$ cat src/rtl/hazard_pkg.sv
// Shared definitions for the pipeline hazard controller.
//   state_t   : controller FSM state (RUN, MC_WAIT)
//   XZR       : zero register number, never a real data dependence
//   ctrl_t    : bundle of the per-cycle stall/flush/pulse controls
//   load_use(): load-use dependence test between execute and decode
package hazard_pkg;

    typedef enum logic {
        RUN     = 1'b0,
        MC_WAIT = 1'b1
    } state_t;

    localparam logic [4:0] XZR = 5'd31;

    typedef struct packed {
        logic stall_F;
        logic stall_D;
        logic stall_E;
        logic flush_D;
        logic flush_E;
        logic flush_M;
        logic mcStart;
        logic mcAbort;
    } ctrl_t;

    // A load in execute whose destination feeds either decode source.
    // Writes to XZR are discarded, so they never form a dependence.
    function automatic logic load_use(input logic       mem_read,
                                      input logic [4:0] rd,
                                      input logic [4:0] rs1,
                                      input logic [4:0] rs2);
        return mem_read && (rd != XZR) && ((rd == rs1) || (rd == rs2));
    endfunction

endpackage

$ cat src/rtl/hazard_ctrl_sat_counter.sv
// Saturating up-counter used for the hazard performance counters.
//   clk   : clock
//   rst_n : asynchronous active-low clear
//   i_en  : increment enable for this cycle
//   o_cnt : current count, holds at all-ones once reached
module sat_counter #(
    parameter int CW = 32
) (
    input  logic          clk,
    input  logic          rst_n,
    input  logic          i_en,
    output logic [CW-1:0] o_cnt
);

    logic [CW-1:0] r_cnt;

    always_ff @(posedge clk or negedge rst_n) begin
        if (!rst_n)
            r_cnt <= '0;
        else if (i_en && (r_cnt != {CW{1'b1}}))
            r_cnt <= r_cnt + 1'b1;
    end

    assign o_cnt = r_cnt;

endmodule

$ cat src/rtl/hazard_ctrl.sv
// Pipeline hazard controller: branch flushes, load-use stalls and the
// handshake with a multi-cycle execute unit, plus two saturating
// performance counters.
//   clk, reset        : clock, asynchronous active-low reset
//   rs1_D, rs2_D      : decode source registers
//   rd_E, memRead_E   : execute destination / execute is a load
//   mcReq_E, mcDone   : multi-cycle request from execute / unit result valid
//   branchTaken_M     : taken branch resolved in memory stage
//   stall_*, flush_*  : pipeline register hold / bubble controls
//   mcStart, mcAbort  : single-cycle pulses to the multi-cycle unit
//   mcTimeout         : sticky flag, the unit overran TMO wait cycles
//   stallCount        : cycles with stall_F asserted (saturating)
//   flushCount        : cycles with a branch flush (saturating)
module hazard_ctrl
    import hazard_pkg::*;
#(
    parameter int CW  = 32,
    parameter int TMO = 64
) (
    input  logic          clk,
    input  logic          reset,
    input  logic [4:0]    rs1_D,
    input  logic [4:0]    rs2_D,
    input  logic [4:0]    rd_E,
    input  logic          memRead_E,
    input  logic          mcReq_E,
    input  logic          mcDone,
    input  logic          branchTaken_M,
    output logic          stall_F,
    output logic          stall_D,
    output logic          stall_E,
    output logic          flush_D,
    output logic          flush_E,
    output logic          flush_M,
    output logic          mcStart,
    output logic          mcAbort,
    output logic          mcTimeout,
    output logic [CW-1:0] stallCount,
    output logic [CW-1:0] flushCount
);

    // Timer must be able to hold TMO itself.
    localparam int            TW    = (TMO < 2) ? 1 : $clog2(TMO + 1);
    localparam logic [TW-1:0] TMO_V = TW'(TMO);

    state_t        r_state;
    logic [TW-1:0] r_timer;
    logic          r_timeout;

    state_t        w_state_nxt;
    logic [TW-1:0] w_timer_nxt;
    logic          w_timeout_set;
    logic          w_branch_flush;
    ctrl_t         w_ctrl;

    // Decisions are evaluated in priority order: branch, then the
    // multi-cycle wait (timeout before normal waiting), then load-use.
    always_comb begin
        w_ctrl         = '0;
        w_state_nxt    = r_state;
        w_timer_nxt    = r_timer;
        w_timeout_set  = 1'b0;
        w_branch_flush = 1'b0;

        if (branchTaken_M) begin
            // Wrong-path instructions in D and E are squashed. A pending or
            // just-requested multi-cycle op belongs to the wrong path too.
            w_branch_flush = 1'b1;
            w_ctrl.flush_D = 1'b1;
            w_ctrl.flush_E = 1'b1;
            w_ctrl.mcAbort = (r_state == MC_WAIT) || mcReq_E;
            w_state_nxt    = RUN;
            w_timer_nxt    = '0;
        end else if (r_state == MC_WAIT) begin
            if (mcDone) begin
                // Result is ready: let execute advance this very cycle.
                w_state_nxt = RUN;
                w_timer_nxt = '0;
            end else if (r_timer == TMO_V) begin
                // Give up: kill the op, replace it with a bubble and hold
                // the front end one cycle while the bubble moves on.
                w_ctrl.mcAbort = 1'b1;
                w_ctrl.flush_E = 1'b1;
                w_ctrl.stall_F = 1'b1;
                w_ctrl.stall_D = 1'b1;
                w_timeout_set  = 1'b1;
                w_state_nxt    = RUN;
                w_timer_nxt    = '0;
            end else begin
                w_ctrl.stall_F = 1'b1;
                w_ctrl.stall_D = 1'b1;
                w_ctrl.stall_E = 1'b1;
                w_ctrl.flush_M = 1'b1;
                w_timer_nxt    = r_timer + 1'b1;
            end
        end else if (mcReq_E) begin
            // mcDone is not looked at here; a result is only accepted once
            // the controller is actually waiting for it.
            w_ctrl.mcStart = 1'b1;
            w_ctrl.stall_F = 1'b1;
            w_ctrl.stall_D = 1'b1;
            w_ctrl.stall_E = 1'b1;
            w_ctrl.flush_M = 1'b1;
            w_state_nxt    = MC_WAIT;
            w_timer_nxt    = TW'(1);
        end else if (load_use(memRead_E, rd_E, rs1_D, rs2_D)) begin
            w_ctrl.stall_F = 1'b1;
            w_ctrl.stall_D = 1'b1;
            w_ctrl.flush_E = 1'b1;
        end

        // Held reset silences every control immediately, including the
        // abort that would otherwise accompany an abandoned operation.
        if (!reset) begin
            w_ctrl         = '0;
            w_branch_flush = 1'b0;
            w_timeout_set  = 1'b0;
        end
    end

    always_ff @(posedge clk or negedge reset) begin
        if (!reset) begin
            r_state   <= RUN;
            r_timer   <= '0;
            r_timeout <= 1'b0;
        end else begin
            r_state   <= w_state_nxt;
            r_timer   <= w_timer_nxt;
            r_timeout <= r_timeout | w_timeout_set;
        end
    end

    sat_counter #(.CW(CW)) u_stall_cnt (
        .clk   (clk),
        .rst_n (reset),
        .i_en  (w_ctrl.stall_F),
        .o_cnt (stallCount)
    );

    sat_counter #(.CW(CW)) u_flush_cnt (
        .clk   (clk),
        .rst_n (reset),
        .i_en  (w_branch_flush),
        .o_cnt (flushCount)
    );

    assign stall_F   = w_ctrl.stall_F;
    assign stall_D   = w_ctrl.stall_D;
    assign stall_E   = w_ctrl.stall_E;
    assign flush_D   = w_ctrl.flush_D;
    assign flush_E   = w_ctrl.flush_E;
    assign flush_M   = w_ctrl.flush_M;
    assign mcStart   = w_ctrl.mcStart;
    assign mcAbort   = w_ctrl.mcAbort;
    assign mcTimeout = r_timeout;

endmodule
$ cat config.mk
export PLATFORM = sky130hd
export DESIGN_NAME = hazard_ctrl
export DESIGN_NICKNAME = d
export VERILOG_FILES = /design/src/rtl/hazard_pkg.sv /design/src/rtl/hazard_ctrl_sat_counter.sv /design/src/rtl/hazard_ctrl.sv
export SDC_FILE = /design/constraint.sdc
export NUM_CORES = 1
export LEC_CHECK = 0
export ABC_CLOCK_PERIOD_IN_PS = 2100
export CORE_MARGIN = 2
export CORE_UTILIZATION = 45
export CTS_CLUSTER_DIAMETER = 200
export DETAILED_ROUTE_END_ITERATION = 6
export GPL_ROUTABILITY_DRIVEN = 0
export PLACE_DENSITY = 0.78
export SLEW_MARGIN = 20
export SYNTH_ARGS = -nofsm -noshare
export SYNTH_HDL_FRONTEND = slang
export SYNTH_SLANG_ARGS = --single-unit
$ cat constraint.sdc
create_clock -name clk -period 2.1 [get_ports clk]
set_clock_uncertainty 0.15 [all_clocks]
set_input_delay 0.42 -clock clk [delete_from_list [all_inputs] [get_ports clk]]
set_output_delay 0.42 -clock clk [all_outputs]
set_load 0.02 [all_outputs]
==> flow_summary.json <==
{
  "drc": 0,
  "final_cell_area_um2": 5878,
  "ff_latch_area_um2": 1831,
  "slew_violations": 0,
  "synth.cell_area_um2": 3731,
  "hold_path.startpoint": "mcTimeout$_DFF_PN0_",
  "worst_slack_ps": -182.2,
  "cp_slowest_cell": "dfrtp_1",
  "path_class": "register to output pin",
  "p_leak_nw": 2.687,
  "start_util": 0.4587,
  "max_cap_viol_count": 0,
  "wl_per_cell_um": 14.87,
  "path_cells": "inv_2 > ha_4 > nand4_1 > nor3b_2 > o21ai_2 > nor2_1 > buf_4",
  "worst_pin_slew_ps": 805.2,
  "switchingPower_mw": 1.071,
  "yosysWarnings": 0,
  "cp.buffers_inverters": 2,
  "p_seq_frac": 0.428,
  "row_count": 33,
  "numCtsBuffers": 9,
  "yosys.area.top_type": "dfrtp_1",
  "path_max_fanout": 2,
  "hold_path.class": "register to register",
  "power_frac_comb": 0.240,
  "yosysMostFrequentCell": "dfrtp_1",
  "core-area_um2": 8134,
  "cts_htree_levels": 3,
  "antenna_found_initial": 0,
  "cts_tree": "built",
  "rr_worst_depth": 6,
  "synth-seq-cells": 73,
  "path_delay_family": "simple AND/OR/NAND/NOR gates",
  "intPower_mw": 2.735,
  "routed_wirelength_um": 9964,
  "final_core_util": 0.7227,
  "hold_violations": 0,
  "synth_top_area_share": 0.4896,
  "area_growth_pct": 57.55,
  "reg2reg_slack_ps": -10,
  "grt_pass1_vias": 3471,
  "critical_path.max_stage_delay_ps": 410,
  "required_ps": 1530,
  "place_hpwl_um": 7050,
  "seq_area_frac_synth": 0.4896,
  "grt_max_degree": 65,
  "synthTopCellsByArea": "dfrtp_1 49%, xnor2_1 11%, xor2_1 5.4%",
  "nets": 585,
  "clkPwrFrac": 0.333,
  "postPlaceCellArea_um2": 5413,
  "r2r_end": "u_stall_cnt.o_cnt[26]$_DFFE_PN0P_",
  "p_sw_frac": 0.2814,
  "finalCritPeriodShare": 1.087,
  "chipHeight_um": 95.06,
  "cp.arrival_ps": 1710,
  "diodes": 0,
  "port-buffer-count": 93,
  "drive_gt1_frac": 0.2814,
  "io-pin-count": 94,
  "outcome": "finished, violations left",
  "vdd_drop_max_v": 0.0003804,
  "insertion_delay_ps": 340,
  "holdWs_ps": 338.5,
  "cts-root-buf": "clkbuf_8",
  "clk_pin_slew_ps": 80,
  "cp-start-kind": "register",
  "grt_remaining_overflow": 0,
  "setup_viol": 7,
  "async_reset_ff_frac": 1.000,
  "grt_pass1_wl_um": 16040,
  "clkSinkCount": 73,
  "rr_startpoint": "u_stall_cnt.o_cnt[10]$_DFFE_PN0P_",
  "synth-main-ff-cell": "dfrtp_1",
  "drt_iter0_drc": 141,
  "ant_nets": 0,
  "rsz0062_at_grt": "true",
  "violations": "setup timing",
  "fmax_mhz": 438.2,
  "tns_ps": -866.8,
  "min_to": "mcTimeout$_DFF_PN0_",
  "fillers": 583,
  "synth_common_cells": "73 x dfrtp_1, 48 x xnor2_1, 34 x nand3_1",
  "synth_edf_count": 0,
  "syn_nets": 399,
  "whs_path_depth": 1,
  "dr.pass1.iters": 5,
  "powerDensity_nw_per_um2": 647.5,
  "vias": 3480,
  "fp.dieArea_um2": 9035,
  "period_minus_slack_ps": 2282,
  "synth_area_per_cell_um2": 9.976,
  "routed_via_density": 5.194,
  "grt_use_total": 0.2246,
  "end_kind": "output pin",
  "multi_input_area_um2": 1983,
  "max_slew_margin": 0.4632,
  "netlist_instances": 374,
  "die_w_um": 95.06,
  "ys_types": 39,
  "cts_buffer_depth": 2
}
==> power by group through the flow <==
stage	Clock, mW	Sequential (mW)	Combinational, mW
finish	1.27	1.63	0.912
floorplan	0	1.78	0.250
detailed placement	0	1.65	0.884
global route	1.34	1.64	0.992
CTS	1.28	1.63	0.914
global placement	0	1.64	0.850
==> worst register-to-register path: cells and delay by family (launching register included) <==
| family | cells | cell delay, ps |
|---|---|---|
| flip-flops | 1 | 370 |
| buffers and inverters | 1 | 90 |
| AND/OR/NAND/NOR | 4 | 1250 |
| XOR/XNOR | 1 | 140 |
==> sequential cells by signal, summed over array words and instances, names as in the netlist <==
register and flops:
mcTimeout 1, r_state 1, r_timer 7, u_flush_cnt.o_cnt 32, u_stall_cnt.o_cnt 32
==> worst max-delay path by stage <==
stage                                                   end  slack (ps)                        startpoint  depth (start not counted)
after global routing                                flush_E        -300            r_timer[1]$_DFFE_PN0P_                          7
after CTS                                           flush_E        -200            r_timer[1]$_DFFE_PN0P_                          7
after detailed placement                            stall_D        -890                           rd_E[0]                          6
after floorplan           u_stall_cnt.o_cnt[26]$_DFFE_PN0P_        -110  u_stall_cnt.o_cnt[0]$_DFFE_PN0P_                          7
after global placement                              stall_D        -820                           rd_E[0]                          6
final                                               mcAbort        -180            r_timer[1]$_DFFE_PN0P_                          7
==> area by class of cell <==
type	count	area share
multi-input combinational	277	0.3374
sequential	73	0.3114
clock inverter	4	0.01256
inverter	14	0.008940
timing repair buffer	185	0.2810
clock buffer	12	0.02639
tap	105	0.02235
==> repair_timing <==
| action | in CTS | in global routing |
|---|---|---|
| gates resized for setup | 77 | 32 |
| pin swaps | 22 | 16 |
| setup endpoints to repair | 36 | 45 |
| hold buffers | 1 | 0 |
| setup buffers | 7 | 4 |
| endpoints found under the hold margin | 9 | 0 |
==> cells in the final DEF (no fill, tap or decap), types with 10 or more instances in the layout <==
cell and n:
dlygate4sd2_1 12, nand3_1 31, buf_6 10, clkbuf_8 11, inv_1 11, nor2_1 29, nand2_1 26, and3_1 14
buf_4 87, xnor2_1 48, xor2_1 22, nand4_1 27, dfrtp_1 70, clkdlybuf4s50_1 63
==> metrics by stage <==
step	std cells	total power, mW	worst slack, ps
finish	670	3.806	-182.2
global route	670	3.981	-300.9
CTS	666	3.815	-197.8
detailed placement	642	2.537	-890.1
global placement	642	2.490	-820.5
floorplan	374	2.035	-109.0
==> cell families (layout without fill, tap and decap cells) <==
logic type | after synthesis | after routing | synth area share
DFF | 73 | 73 | 0.4896
xor gates and xnor gates | 71 | 71 | 0.1667
AOI/OAI and AO/OA | 22 | 22 | 0.03857
and+or+nand+nor | 177 | 177 | 0.2549
muxes | 3 | 3 | 0.009054
adders and majority gates | 4 | 4 | 0.01341
buffers and inverters | 24 | 215 | 0.02783
==> routing by layer <==
layer | global-route usage | vias to the layer above | part of all wire
met5 | 0 | - | 0
met4 | 0.07850 | 0 | 0.013
met3 | 0.03399 | 11 | 0.040
met2 | 0.3936 | 90 | 0.52
met1 | 0.2827 | 1696 | 0.43
li1 | - | 1683 | -
Power figures use the tool's default switching activity.
